[src/rtl/cpu_pkg.sv]
// Shared CPU definitions: opcode encodings, control-sequencer states,
// instruction classes and the control-word layout.
package cpu_pkg;

  localparam int unsigned IR_W     = 32;
  localparam int unsigned OPCODE_W = 5;

  typedef logic [OPCODE_W-1:0] opcode_t;

  localparam opcode_t OP_LD   = 5'b00000;
  localparam opcode_t OP_ST   = 5'b00010;
  localparam opcode_t OP_ADD  = 5'b00011;
  localparam opcode_t OP_SUB  = 5'b00100;
  localparam opcode_t OP_AND  = 5'b00101;
  localparam opcode_t OP_OR   = 5'b00110;
  localparam opcode_t OP_ADDI = 5'b01100;
  localparam opcode_t OP_BR   = 5'b10010;
  localparam opcode_t OP_JR   = 5'b10011;
  localparam opcode_t OP_IN   = 5'b10101;
  localparam opcode_t OP_OUT  = 5'b10110;
  localparam opcode_t OP_MFHI = 5'b10111;
  localparam opcode_t OP_NOP  = 5'b11010;
  localparam opcode_t OP_HALT = 5'b11011;

  typedef enum logic [3:0] {
    ST_RST,
    ST_T0,
    ST_T1,
    ST_T2,
    ST_T3,
    ST_T4,
    ST_T5,
    ST_T6,
    ST_T7,
    ST_HALT
  } ctrl_state_t;

  typedef enum logic [3:0] {
    CLS_ALU,
    CLS_ADDI,
    CLS_LD,
    CLS_ST,
    CLS_BR,
    CLS_JR,
    CLS_IN,
    CLS_OUT,
    CLS_MFHI,
    CLS_NOP,
    CLS_HALT
  } instr_class_t;

  // At most one of these may be set in any state.
  typedef struct packed {
    logic pc_out;
    logic zhigh_out;
    logic zlow_out;
    logic mdr_out;
    logic hi_out;
    logic lo_out;
    logic inport_out;
    logic c_out;
    logic ba_out;
    logic r_out;
  } bus_drive_t;

  typedef struct packed {
    logic mar_in;
    logic mdr_in;
    logic ir_in;
    logic y_in;
    logic pc_in;
    logic r_in;
    logic hi_in;
    logic lo_in;
    logic zhigh_in;
    logic zlow_in;
    logic con_in;
    logic outport_in;
  } reg_load_t;

  typedef struct packed {
    logic inc_pc;
    logic read;
    logic write;
    logic gra;
    logic grb;
    logic grc;
  } misc_strobe_t;

  typedef struct packed {
    bus_drive_t   drive;
    reg_load_t    load;
    misc_strobe_t misc;
    opcode_t      alu_op;
    logic         run;
  } ctrl_word_t;

endpackage

[src/rtl/ctrl_decode.sv]
// Combinational opcode classifier: maps ir[31:27] to an instruction class
// and flags encodings that are not defined.
module ctrl_decode
  import cpu_pkg::*;
(
  input  opcode_t      op,
  output instr_class_t cls_c,
  output logic         legal_c
);

  always_comb begin
    cls_c   = CLS_HALT;
    legal_c = 1'b1;
    case (op)
      OP_ADD, OP_SUB, OP_AND, OP_OR: cls_c = CLS_ALU;
      OP_ADDI:                       cls_c = CLS_ADDI;
      OP_LD:                         cls_c = CLS_LD;
      OP_ST:                         cls_c = CLS_ST;
      OP_BR:                         cls_c = CLS_BR;
      OP_JR:                         cls_c = CLS_JR;
      OP_IN:                         cls_c = CLS_IN;
      OP_OUT:                        cls_c = CLS_OUT;
      OP_MFHI:                       cls_c = CLS_MFHI;
      OP_NOP:                        cls_c = CLS_NOP;
      OP_HALT:                       cls_c = CLS_HALT;
      default: begin
        cls_c   = CLS_HALT;
        legal_c = 1'b0;
      end
    endcase
  end

endmodule

[src/rtl/control_sequencer.sv]
// Moore control unit for the CPU: fetch in T0-T2, decode in T3, execute in
// T4-T7; strobes are decoded from the registered state.
module control_sequencer
  import cpu_pkg::*;
(
  input  logic            clock,
  input  logic            clear,
  input  logic [IR_W-1:0] ir,
  input  logic            con_ff,
  output logic            PCout,
  output logic            Zhighout,
  output logic            Zlowout,
  output logic            MDRout,
  output logic            HIout,
  output logic            LOout,
  output logic            InPortout,
  output logic            Cout,
  output logic            BAout,
  output logic            Rout,
  output logic            MARin,
  output logic            MDRin,
  output logic            IRin,
  output logic            Yin,
  output logic            PCin,
  output logic            Rin,
  output logic            HIin,
  output logic            LOin,
  output logic            ZHighIn,
  output logic            ZLowIn,
  output logic            CONin,
  output logic            OutPortin,
  output logic            IncPC,
  output logic            Read,
  output logic            Write,
  output logic            Gra,
  output logic            Grb,
  output logic            Grc,
  output logic [OPCODE_W-1:0] opcode,
  output logic            run
);

  ctrl_state_t  state_q;
  ctrl_state_t  state_d;
  instr_class_t cls_q;
  opcode_t      op_q;
  ctrl_word_t   cw;

  opcode_t      ir_op;
  instr_class_t dec_cls_c;
  logic         dec_legal_c;
  logic         unused_ir_bits;

  assign ir_op          = ir[IR_W-1 -: OPCODE_W];
  assign unused_ir_bits = ^ir[IR_W-OPCODE_W-1:0];

  ctrl_decode u_decode (
    .op      (ir_op),
    .cls_c   (dec_cls_c),
    .legal_c (dec_legal_c)
  );

  always_ff @(posedge clock or negedge clear) begin
    if (!clear) begin
      state_q <= ST_RST;
    end else begin
      state_q <= state_d;
    end
  end

  // Hold the decoded instruction for T4-T7 so ir is only looked at in T3.
  always_ff @(posedge clock or negedge clear) begin
    if (!clear) begin
      cls_q <= CLS_NOP;
      op_q  <= '0;
    end else if (state_q == ST_T3) begin
      cls_q <= dec_cls_c;
      op_q  <= ir_op;
    end
  end

  always_comb begin
    state_d = state_q;
    cw      = '0;
    cw.run  = 1'b1;
    case (state_q)
      ST_RST: state_d = ST_T0;
      ST_T0: begin
        cw.drive.pc_out  = 1'b1;
        cw.load.mar_in   = 1'b1;
        cw.misc.inc_pc   = 1'b1;
        cw.load.zlow_in  = 1'b1;
        state_d          = ST_T1;
      end
      ST_T1: begin
        cw.drive.zlow_out = 1'b1;
        cw.load.pc_in     = 1'b1;
        cw.misc.read      = 1'b1;
        cw.load.mdr_in    = 1'b1;
        state_d           = ST_T2;
      end
      ST_T2: begin
        cw.drive.mdr_out = 1'b1;
        cw.load.ir_in    = 1'b1;
        state_d          = ST_T3;
      end
      ST_T3: begin
        state_d = ST_T0;
        if (!dec_legal_c) begin
          state_d = ST_HALT;
        end else begin
          case (dec_cls_c)
            CLS_ALU, CLS_ADDI: begin
              cw.misc.grb   = 1'b1;
              cw.drive.r_out = 1'b1;
              cw.load.y_in  = 1'b1;
              state_d       = ST_T4;
            end
            CLS_LD, CLS_ST: begin
              cw.misc.grb    = 1'b1;
              cw.drive.ba_out = 1'b1;
              cw.load.y_in   = 1'b1;
              state_d        = ST_T4;
            end
            CLS_BR: begin
              cw.misc.gra    = 1'b1;
              cw.drive.r_out = 1'b1;
              cw.load.con_in = 1'b1;
              state_d        = ST_T4;
            end
            CLS_JR: begin
              cw.misc.gra    = 1'b1;
              cw.drive.r_out = 1'b1;
              cw.load.pc_in  = 1'b1;
            end
            CLS_IN: begin
              cw.drive.inport_out = 1'b1;
              cw.misc.gra         = 1'b1;
              cw.load.r_in        = 1'b1;
            end
            CLS_OUT: begin
              cw.misc.gra        = 1'b1;
              cw.drive.r_out     = 1'b1;
              cw.load.outport_in = 1'b1;
            end
            CLS_MFHI: begin
              cw.drive.hi_out = 1'b1;
              cw.misc.gra     = 1'b1;
              cw.load.r_in    = 1'b1;
            end
            CLS_NOP: state_d = ST_T0;
            default: state_d = ST_HALT;
          endcase
        end
      end
      ST_T4: begin
        state_d = ST_T5;
        case (cls_q)
          CLS_ALU: begin
            cw.misc.grc     = 1'b1;
            cw.drive.r_out  = 1'b1;
            cw.load.zlow_in = 1'b1;
            cw.alu_op       = op_q;
          end
          CLS_ADDI, CLS_LD, CLS_ST: begin
            cw.drive.c_out  = 1'b1;
            cw.load.zlow_in = 1'b1;
            cw.alu_op       = OP_ADD;
          end
          CLS_BR: begin
            cw.drive.pc_out = 1'b1;
            cw.load.y_in    = 1'b1;
          end
          default: state_d = ST_T0;
        endcase
      end
      ST_T5: begin
        state_d = ST_T0;
        case (cls_q)
          CLS_ALU, CLS_ADDI: begin
            cw.drive.zlow_out = 1'b1;
            cw.misc.gra       = 1'b1;
            cw.load.r_in      = 1'b1;
          end
          CLS_LD, CLS_ST: begin
            cw.drive.zlow_out = 1'b1;
            cw.load.mar_in    = 1'b1;
            state_d           = ST_T6;
          end
          CLS_BR: begin
            cw.drive.c_out  = 1'b1;
            cw.load.zlow_in = 1'b1;
            cw.alu_op       = OP_ADD;
            state_d         = ST_T6;
          end
          default: state_d = ST_T0;
        endcase
      end
      ST_T6: begin
        state_d = ST_T0;
        case (cls_q)
          CLS_LD: begin
            cw.misc.read   = 1'b1;
            cw.load.mdr_in = 1'b1;
            state_d        = ST_T7;
          end
          CLS_ST: begin
            cw.misc.gra    = 1'b1;
            cw.drive.r_out = 1'b1;
            cw.load.mdr_in = 1'b1;
            state_d        = ST_T7;
          end
          CLS_BR: begin
            cw.drive.zlow_out = 1'b1;
            cw.load.pc_in     = con_ff;
          end
          default: state_d = ST_T0;
        endcase
      end
      ST_T7: begin
        state_d = ST_T0;
        case (cls_q)
          CLS_LD: begin
            cw.drive.mdr_out = 1'b1;
            cw.misc.gra      = 1'b1;
            cw.load.r_in     = 1'b1;
          end
          CLS_ST:  cw.misc.write = 1'b1;
          default: state_d = ST_T0;
        endcase
      end
      ST_HALT: begin
        cw.run  = 1'b0;
        state_d = ST_HALT;
      end
      default: state_d = ST_RST;
    endcase
  end

  assign PCout     = cw.drive.pc_out;
  assign Zhighout  = cw.drive.zhigh_out;
  assign Zlowout   = cw.drive.zlow_out;
  assign MDRout    = cw.drive.mdr_out;
  assign HIout     = cw.drive.hi_out;
  assign LOout     = cw.drive.lo_out;
  assign InPortout = cw.drive.inport_out;
  assign Cout      = cw.drive.c_out;
  assign BAout     = cw.drive.ba_out;
  assign Rout      = cw.drive.r_out;
  assign MARin     = cw.load.mar_in;
  assign MDRin     = cw.load.mdr_in;
  assign IRin      = cw.load.ir_in;
  assign Yin       = cw.load.y_in;
  assign PCin      = cw.load.pc_in;
  assign Rin       = cw.load.r_in;
  assign HIin      = cw.load.hi_in;
  assign LOin      = cw.load.lo_in;
  assign ZHighIn   = cw.load.zhigh_in;
  assign ZLowIn    = cw.load.zlow_in;
  assign CONin     = cw.load.con_in;
  assign OutPortin = cw.load.outport_in;
  assign IncPC     = cw.misc.inc_pc;
  assign Read      = cw.misc.read;
  assign Write     = cw.misc.write;
  assign Gra       = cw.misc.gra;
  assign Grb       = cw.misc.grb;
  assign Grc       = cw.misc.grc;
  assign opcode    = cw.alu_op;
  assign run       = cw.run;

endmodule

[config.mk]
export PLATFORM = sky130hd
export DESIGN_NAME = control_sequencer
export DESIGN_NICKNAME = d
export VERILOG_FILES = /design/src/rtl/cpu_pkg.sv /design/src/rtl/ctrl_decode.sv /design/src/rtl/control_sequencer.sv
export SDC_FILE = /design/constraint.sdc
export NUM_CORES = 1
export LEC_CHECK = 0
export CAP_MARGIN = 30
export CORE_ASPECT_RATIO = 0.75
export CORE_MARGIN = 5
export CORE_UTILIZATION = 36
export DETAILED_ROUTE_END_ITERATION = 8
export GPL_TIMING_DRIVEN = 0
export PLACE_DENSITY_LB_ADDON = 0.15
export SYNTH_ARGS = -nofsm -noshare
export SYNTH_HDL_FRONTEND = slang
export SYNTH_SLANG_ARGS = --single-unit
[constraint.sdc]
create_clock -name clock -period 2.4 [get_ports clock]
set_clock_uncertainty 0.2 [all_clocks]
set_input_delay 0.72 -clock clock [delete_from_list [all_inputs] [get_ports clock]]
set_output_delay 0.72 -clock clock [all_outputs]
set_load 0.02 [all_outputs]
==> results of run 1 <==
## Yosys cell counts (3+ instances only)
cell type	n	area, sq um
a31oi_1	5	31.3
inv_1	6	22.5
nand2b_1	8	50.1
o211ai_1	3	22.5
and3_1	6	37.5
buf_4	6	45.0
buf_2	6	30.0
a21oi_1	5	25.0
clkbuf_1	7	26.3
o21ai_1	3	15.0
nor3_1	9	45.0
nand2_1	31	116
o22ai_1	3	18.8
nor3b_1	5	37.5
nor2_1	25	93.8
dfrtp_1	11	275
o21ai_0	9	45.0
nand3_1	5	25.0
nor2b_1	7	43.8
## placed cells by master (no fill, tap or decap), types with 3 or more instances in the layout
| cell | n |
|---|---|
| and3_1 | 4 |
| buf_6 | 31 |
| nor2b_2 | 3 |
| nand2b_4 | 4 |
| nor2_2 | 6 |
| buf_2 | 3 |
| nand2b_1 | 4 |
| nand2_4 | 3 |
| inv_1 | 4 |
| a31oi_1 | 5 |
| nor3_1 | 5 |
| dfrtp_2 | 4 |
| clkbuf_8 | 4 |
| nor2b_4 | 3 |
| o211ai_1 | 3 |
| o21ai_1 | 3 |
| dfrtp_1 | 7 |
| o21ai_0 | 6 |
| buf_8 | 3 |
| buf_4 | 42 |
| nand2_1 | 26 |
| a21oi_2 | 4 |
| nor3_4 | 3 |
| nor2_4 | 4 |
| nor2_1 | 15 |
| conb_1 | 5 |
| nor3b_4 | 4 |
## logic make-up after synthesis
logic type | after synthesis
xor gates and xnor gates | 3
DFF | 13
and+or+nand+nor | 108
AOI/OAI and AO/OA | 40
buffers and inverters | 27
muxes | 2
other | 1
## worst min-delay path: cells and delay by family (launching register included)
family	cells	cell delay, ps
DFF	1	340
and+or+nand+nor	2	100
## state kept, by name, indices dropped and copies added (netlist names)
signal,cells
cls_q,4
state_q,4
op_q,5
## area by class of cell
cell class	count	area, sq um
plain buffers	17	175
clock buffers	4	45.0
multi-input cells	158	1270
inverters	6	22.5
repair buffers	70	646
well taps	52	65.1
fillers	262	1060
flip-flops and latches	13	333
## through the flow
| stage | cells | util | setup slack (ps) |
|---|---|---|---|
| floorplan | 198 | - | -177 |
| global placement | 285 | 0.534 | -1470 |
| detailed placement | 285 | 0.534 | -1480 |
| CTS | 308 | 0.645 | -378 |
| global route | 320 | 0.707 | -478 |
| finish | 320 | 0.707 | -436 |
## routing by layer
layer / track usage / share of wire / vias up
met5: 0 / 0 / -
met2: 0.302 / 0.45 / 103
li1: - / - / 815
met4: 0.0506 / 0.018 / 0
met1: 0.307 / 0.45 / 821
met3: 0.0461 / 0.081 / 13
## report_power, final
part | switching (uW) | internal [uW] | total [uW]
clock network | 90.0 | 118 | 208
registers | 134 | 338 | 472
logic | 958 | 818 | 1780
## final timing paths
path / from / cells after the start / endpoint
hold / removal: op_q[4]$_DFFE_PN0P_ / 2 / op_q[4]$_DFFE_PN0P_
setup / recovery: cls_q[1]$_DFFE_PN0P_ / 5 / Gra
min in group asynchronous: clear / 1 / op_q[1]$_DFFE_PN0P_
max in group asynchronous: clear / 1 / cls_q[1]$_DFFE_PN0P_
setup reg to reg: state_q[2]$_DFF_PN0_ / 5 / cls_q[2]$_DFFE_PN0P_
hold reg to reg: op_q[4]$_DFFE_PN0P_ / 2 / op_q[4]$_DFFE_PN0P_
## what timing repair did
action                     CTS  global route
buffers inserted            21            13
gates cloned                 1             0
pin swaps                   20            29
resized for setup          232            47
setup endpoints to repair   29            29
==> metrics, run 1 <==
die width=80.1 um; Synth Instances=194; setup violators final=26; Layout Nets=304; max incr delay on CP=460 ps; simple-gate portion of the synthesized area=0.418; first-pass GRT wire length=8270 um; outcome=finished, violations left; CTS tree=built; mux share of post-synthesis cell area=0.0160; vias per inst=5.48; synthesized flop and latch total=13; largest net degree at the start of global routing=14; Avg Inst Size Synth=6.84 sq um; Mapped Area=0.00133 sq mm; drt initial violations=150; worst skew pair latency=250 ps; cts-stage hold buffer count=0; all-layer global routing usage=0.207; total length of routed wires=5530 um; crit path cell chain=nor4bb_1, a31oi_1, or4_4, o211ai_1, buf_4; Yosys cell types=47; register area share after synthesis=0.247; Area growth syn-to-layout=92.5%; placed instance area=0.00193 sq mm; Post-synth EDFFs=0; Worst setup SP type=flop; die area=0.00501 sq mm; Setup WS post-layout=-436 ps; Critical Path AT=1920 ps; drt first pass iters=4; diode count=0; failing checks=setup timing; Worst path top cell family by delay=simple AND/OR/NAND/NOR gates; clk buf depth=2; DP Wirelength=3050 um; PwrDens=961 mW/mm^2; initial antenna violation count=0; Max Clk Rate=0.353 GHz; drt drc=0; layout cells sized above 1=0.586; top_reg_cell synth=dfrtp_1; Leak Pwr=0.00116 uW; post-synthesis async set-or-reset flop share=1.00; Synth Area in Compound Gates=0.196; Core Area=0.00361 sq mm; Starting Density=0.367; routability cong.=0.842; Worst Setup End Kind=primary output; relative slew slack=0.608; Fin Setup TNS=-5220 ps; PortBufs=35; Tcrit/Tclk final=1.18; main combinational cell family by area after synthesis=simple AND/OR/NAND/NOR gates; via count=1752; Hold Fails Final Rpt=0; reg-to-reg slack, setup=540 ps; H-tree level count=1; vias in the first global route=1629; Hold Path Class=reg -> reg; yosys warns=0; post-DR wirelength/cell=17.3 um; Die Height=62.6 um; total grt overflow=0; Slew Limit Fails=0; Root Driver=clkbuf_8; clock sinks=13; CP Class=reg -> out; CP max FO=7; design area=0.00255 sq mm; worst slew pin tran=586 ps; worst hold slack=279 ps; Post-DRT Antenna Nets=0; Max VDD drop=0.698 mV; adder-cell share of the synthesized area=0; Crit-path slowest cell=dfrtp_2; io pins=69; # rows=19; worst path bufs/invs=1; number of buffers created by CTS=3; # Max-Cap Violations=0; fin crit period=2840 ps; WP data required=1480 ps; Clock transition at path regs=60 ps; Post-Synth XOR/XNOR Area=0.0198; Power Total=2460 uW; RSZ-0062 raised after global routing=true
Note: power is estimated with default switching activity, not from simulation.
==> run 2: changes to the inputs <==
MAX_ROUTING_LAYER = met4   (was default)
==> metrics, run 2 (synthesis gave the netlist of run 1 again) <==
relative slew slack=0.600 (was 0.608); Area growth syn-to-layout=92.5% (unchanged); # rows=19 (unchanged); CP Class=reg -> out (unchanged); crit path cell chain=nor4bb_1, a31oi_1, or4_4, o211ai_1, buf_4 (unchanged); setup violators final=26 (unchanged); combinational power share=0.723 (about the same); post-DR wirelength/cell=17.0 um (was 17.3 um); CP max FO=7 (unchanged); Max Clk Rate=0.360 GHz (was 0.353 GHz); Starting Density=0.367 (unchanged); Clock transition at path regs=60 ps (about the same); drt first pass iters=5 (was 4); Fin Setup TNS=-5180 ps (was -5220 ps); Core Area=0.00361 sq mm (unchanged); H-tree level count=1 (unchanged); Crit-path slowest cell=dfrtp_2 (unchanged); max reg flops=5 (unchanged); Worst path top cell family by delay=simple AND/OR/NAND/NOR gates (unchanged); Worst setup SP type=flop (unchanged); switching power=1190 uW (was 1180 uW); WP data required=1480 ps (about the same); first-pass GRT wire length=8270 um (unchanged); Critical Path AT=1860 ps (was 1920 ps); drt drc=0 (unchanged); CTS tree=built (unchanged); RSZ-0062 raised after global routing=true (unchanged); clk buf depth=2 (unchanged); routability cong.=0.855 (was 0.842); Hold Path Class=reg -> reg (unchanged); Core Util, Final=0.707 (unchanged); clock sinks=13 (unchanged); largest net degree at the start of global routing=14 (unchanged); Biggest register=op_q (unchanged); total grt overflow=0 (unchanged); Worst Setup End Kind=primary output (unchanged); reg-to-reg slack, setup=550 ps (was 540 ps); Leak Pwr=0.00116 uW (unchanged); Root Driver=clkbuf_8 (unchanged); largest registers=op_q x5, cls_q x4, state_q x4 (unchanged); worst slew pin tran=597 ps (was 586 ps); die area=0.00501 sq mm (unchanged); commonest non-fill, non-tap cell in the layout=buf_4 (unchanged); max incr delay on CP=460 ps (about the same); worst skew pair latency=250 ps (about the same); io pins=69 (unchanged); worst hold slack=278 ps (was 279 ps); drt initial violations=156 (was 150); # Max-Cap Violations=0 (unchanged); vias in the first global route=1626 (was 1629); PwrDens=962 mW/mm^2 (was 961 mW/mm^2); diode count=0 (unchanged); Seq pwr share=0.192 (about the same); die width=80.1 um (unchanged); DP Wirelength=3050 um (unchanged); Hold Fails Final Rpt=0 (unchanged); placed instance area=0.00193 sq mm (unchanged); Slew Limit Fails=0 (unchanged); Int Pwr=1270 uW (about the same); Tcrit/Tclk final=1.16 (was 1.18); Place WS=-1480 ps (unchanged); initial antenna violation count=0 (unchanged); worst path bufs/invs=1 (unchanged); via count=1764 (was 1752); most frequent cells in the layout=buf_4 (42), buf_6 (31), nand2_1 (26), nor2_1 (15), dfrtp_1 (7) (unchanged); Setup WS post-layout=-376 ps (was -436 ps); switch share=0.482 (was 0.481); all-layer global routing usage=0.213 (was 0.207); design area=0.00255 sq mm (unchanged); Layout Nets=304 (unchanged); fin crit period=2780 ps (was 2840 ps); Filler Cells Inserted=264 (was 262); PortBufs=35 (unchanged); Post-DRT Antenna Nets=0 (unchanged); clock share of power=0.084 (was 0.085); failing checks=setup timing (unchanged); Max VDD drop=0.702 mV (was 0.698 mV); layout cells sized above 1=0.586 (unchanged); total length of routed wires=5450 um (was 5530 um); vias per inst=5.51 (was 5.48); Die Height=62.6 um (unchanged); cts-stage hold buffer count=0 (unchanged); number of buffers created by CTS=3 (unchanged); outcome=finished, violations left (unchanged)
## run 2: cell type report
class                      count  area [sq um]  share of cell area
buffer                        17           175              0.0686
clock buffer                   4          45.0              0.0176
inverter                       6          22.5             0.00881
multi-input combinational    158          1270               0.497
sequential                    13           333               0.130
tap                           52          65.1              0.0255
timing repair buffer          70           646               0.253
## run 2: power by group through the flow
stage | Clock (uW) | Sequential (uW) | Combinational [uW]
6_report | 207 | 473 | 1780
5_1_grt | 217 | 483 | 1890
4_1_cts | 199 | 460 | 1480
3_5_place_dp | 0 | 401 | 1240
3_3_place_gp | 0 | 403 | 1240
2_1_floorplan | 0 | 380 | 854
## run 2: final timing paths
check / to / from / depth (start not counted)
min in group asynchronous: op_q[1]$_DFFE_PN0P_ / clear / 1
worst min-delay path: op_q[1]$_DFFE_PN0P_ / op_q[1]$_DFFE_PN0P_ / 2
worst max register to register: cls_q[2]$_DFFE_PN0P_ / state_q[1]$_DFF_PN0_ / 5
max in group asynchronous: cls_q[1]$_DFFE_PN0P_ / clear / 1
worst min register to register: op_q[1]$_DFFE_PN0P_ / op_q[1]$_DFFE_PN0P_ / 2
worst max-delay path: Gra / cls_q[1]$_DFFE_PN0P_ / 5
## run 2: tightest hold or removal path, stage by stage, from the launching register on
cell,delay (ps)
dfrtp_1,340
nand2_1,50
nand2_1,50
## run 2: metal layers
layer | global-route usage | vias up | wire length [um]
li1 | - | 812 | -
met3 | 0.0447 | 17 | 450
met2 | 0.302 | 116 | 2400
met1 | 0.307 | 819 | 2470
met4 | 0.0506 | 0 | 129
met5 | - | - | 0
## run 2: repair_timing
item                                   4_1_cts  5_1_grt
buffers inserted                            21       13
cloned                                       1        0
setup endpoints to repair                   29       29
resized for setup                          232       47
endpoints found under the hold margin        0        0
pin swaps                                   20       29
## run 2: stage by stage
step	total power, uW	std cells
2_1_floorplan	1230	198
3_3_place_gp	1640	285
3_5_place_dp	1640	285
4_1_cts	2140	308
5_1_grt	2590	320
6_report	2460	320
==> run 3: changes to the inputs <==
ABC_AREA = 1   (was default)
CORE_UTILIZATION = 39   (was 36)
clock period = 2.96 ns   (was 2.4 ns; I/O delays follow)
==> metrics, run 3 <==
Max VDD drop=0.611 mV (was 0.702 mV); CP Class=in -> out (was reg -> out); post-DR wirelength/cell=15.4 um (was 17.0 um); Place WS=-1130 ps (was -1480 ps); via count=1726 (was 1764); Critical Path AT=1930 ps (was 1860 ps); io pins=69 (unchanged); Mapped Area=0.00130 sq mm (was 0.00133 sq mm); most frequent cell after synthesis=nand2_1 (unchanged); drt initial violations=171 (was 156); worst slew pin tran=602 ps (was 597 ps); register area share after synthesis=0.253 (was 0.247); # Max-Cap Violations=0 (unchanged); Tcrit/Tclk final=1.02; Filler Cells Inserted=269 (was 264); Clock transition at path regs=60 ps (about the same); synthesized flop and latch total=13 (unchanged); crit path cell chain=buf_6, buf_6, nand3_1, nor2_2, nor2_2, buf_4, nand2_2, inv_2, nor2_4, buf_6 (was nor4bb_1, a31oi_1, or4_4, o211ai_1, buf_4); Die Height=60.0 um (was 62.6 um); vias per inst=5.36 (was 5.51); die area=0.00459 sq mm (was 0.00501 sq mm); design area=0.00222 sq mm (was 0.00255 sq mm); Power Total=1380 uW (was 2460 uW); largest registers=op_q x5, cls_q x4, state_q x4 (unchanged); Post-synth top cells=nand2_1 (69), inv_1 (26), nor2_1 (24) (was nand2_1 (31), nor2_1 (25), dfrtp_1 (11)); Post-DRT Antenna Nets=0 (unchanged); max incr delay on CP=160 ps (was 460 ps); placed instance area=0.00172 sq mm (was 0.00193 sq mm); Core Area=0.00324 sq mm (was 0.00361 sq mm); Worst setup SP type=primary input (was flop); Starting Density=0.400 (was 0.367); H-tree level count=1 (unchanged); Setup WS post-layout=-57.5 ps (was -376 ps); Slew Limit Fails=0 (unchanged); all-layer global routing usage=0.209 (was 0.213); Area growth syn-to-layout=71.2% (was 92.5%); worst skew pair latency=250 ps (about the same); clk buf depth=2 (unchanged); relative slew slack=0.598 (was 0.600); number of buffers created by CTS=3 (unchanged); outcome=finished, violations left (unchanged); Crit-path slowest cell=nor2_2 (was dfrtp_2); CP max FO=5 (was 7); # rows=18 (was 19); Avg Inst Size Synth=5.87 sq um (was 6.84 sq um); first-pass GRT wire length=7360 um (was 8270 um); setup violators final=4 (was 26); Yosys cell types=28 (was 47); PwrDens=623 mW/mm^2 (was 962 mW/mm^2); post-synthesis async set-or-reset flop share=1.00 (unchanged); DP Wirelength=3230 um (was 3050 um); max reg flops=5 (unchanged); Max Clk Rate=0.331 GHz; fin crit period=3020 ps; die width=76.6 um (was 80.1 um); CTS tree=built (unchanged); RSZ-0062 raised after global routing=true (unchanged); Biggest register=op_q (unchanged); total length of routed wires=4960 um (was 5450 um); Post-synth EDFFs=0 (unchanged); yosys warns=0 (unchanged); failing checks=setup timing (unchanged); commonest non-fill, non-tap cell in the layout=nand2_1 (was buf_4); WP data required=1870 ps (was 1480 ps); initial antenna violation count=0 (unchanged); total grt overflow=0 (unchanged); Worst Setup End Kind=primary output (unchanged); drt drc=0 (unchanged); most used cell, CP=buf_6; top area cells in the synthesized netlist=dfrtp_1 (21%), nand2_1 (20%), inv_1 (7.5%) (was dfrtp_1 (21%), nand2_1 (8.8%), nor2_1 (7.1%)); Layout Nets=318 (was 304); Hold Path Class=reg -> reg (unchanged); top_reg_cell synth=dfrtp_1 (unchanged); drt first pass iters=5 (unchanged); vias in the first global route=1514 (was 1626); layout cells sized above 1=0.422 (was 0.586); post-synth top area cell=dfrtp_1 (unchanged); diode count=0 (unchanged); routability cong.=0.985 (was 0.855); most frequent cells in the layout=nand2_1 (51), buf_4 (26), inv_1 (23), nor2_4 (14) (was buf_4 (42), buf_6 (31), nand2_1 (26), nor2_1 (15), dfrtp_1 (7)); Synth Instances=221 (was 194); clock sinks=13 (unchanged); Root Driver=clkbuf_8 (unchanged); largest net degree at the start of global routing=14 (unchanged); post-synth top area share=0.212 (was 0.207); Leak Pwr=0.00122 uW (was 0.00116 uW); Hold Fails Final Rpt=0 (unchanged); PortBufs=36 (was 35)
## run 3: changes by cell type in the layout (fill, tap and decap cells not counted), sizes merged, moves of 10 or more
cell / delta
inv: +27
nand2: +43
dlygate4sd2: +10
nand3: +15
buf: -41
## run 3: kinds of logic after synthesis
| logic type | after synthesis | share of synthesized area |
|---|---|---|
| flops | 13 | 0.253 |
| compound gates | 27 | 0.123 |
| buf+inv | 42 | 0.140 |
| other cells | 1 | 0.00289 |
| simple gates | 138 | 0.481 |
## run 3: worst max-delay path: cells and delay by family
family / cells / cell delay, ps
buf+inv: 5 / 530
simple gates: 5 / 510
## run 3: cell type report
class / count / area, sq um / share of cell area
multi-input combinational: 170 / 1080 / 0.487
sequential: 13 / 329 / 0.148
inverter: 34 / 168 / 0.0755
timing repair buffer: 53 / 487 / 0.219
tap: 40 / 50.0 / 0.0225
clock buffer: 4 / 45.0 / 0.0203
buffer: 8 / 60.1 / 0.0270
## run 3: stage by stage
step / setup TNS (ps) / instances / util / hold WS (ps)
floorplan: 0 / 225 / - / 248
global placement: -11920 / 301 / 0.531 / 265
detailed placement: -11600 / 301 / 0.531 / 270
CTS: -37.5 / 318 / 0.639 / 279
global route: -538 / 322 / 0.685 / 305
finish: -159 / 322 / 0.685 / 277
## run 3: timing repair
action,4_1_cts,5_1_grt
setup buffers,12,4
gates cloned,1,0
pin swaps,21,23
setup endpoints to repair,27,19
hold endpoints to repair,0,0
hold buffers,0,0
resized for setup,162,46
## run 3: power breakdown
group          internal (uW)  switching, uW
Sequential               273           72.6
Clock                   95.5           69.6
Combinational            303            571
Total                    671            713
## run 3: final timing paths
| kind | from | end | slack (ps) | depth (start not counted) |
|---|---|---|---|---|
| max in group asynchronous | clear | state_q[1]$_DFF_PN0_ | 1320 | 1 |
| worst max register to register | state_q[1]$_DFF_PN0_ | cls_q[0]$_DFFE_PN1P_ | 1260 | 7 |
| worst min-delay path | cls_q[3]$_DFFE_PN1P_ | cls_q[3]$_DFFE_PN1P_ | 280 | 2 |
| worst min register to register | cls_q[3]$_DFFE_PN1P_ | cls_q[3]$_DFFE_PN1P_ | 280 | 2 |
| worst max-delay path | ir[31] | HIout | -60 | 10 |
| min in group asynchronous | clear | op_q[2]$_DFFE_PN0P_ | 820 | 1 |
## run 3: metal layers
metal  track usage  routed length [um]  vias to the layer above
met1         0.284                2220                      796
met5             -                   0                        -
li1              -                   -                      821
met4        0.0698                  91                        0
met3        0.0452                 401                       11
met2         0.310                2240                       98
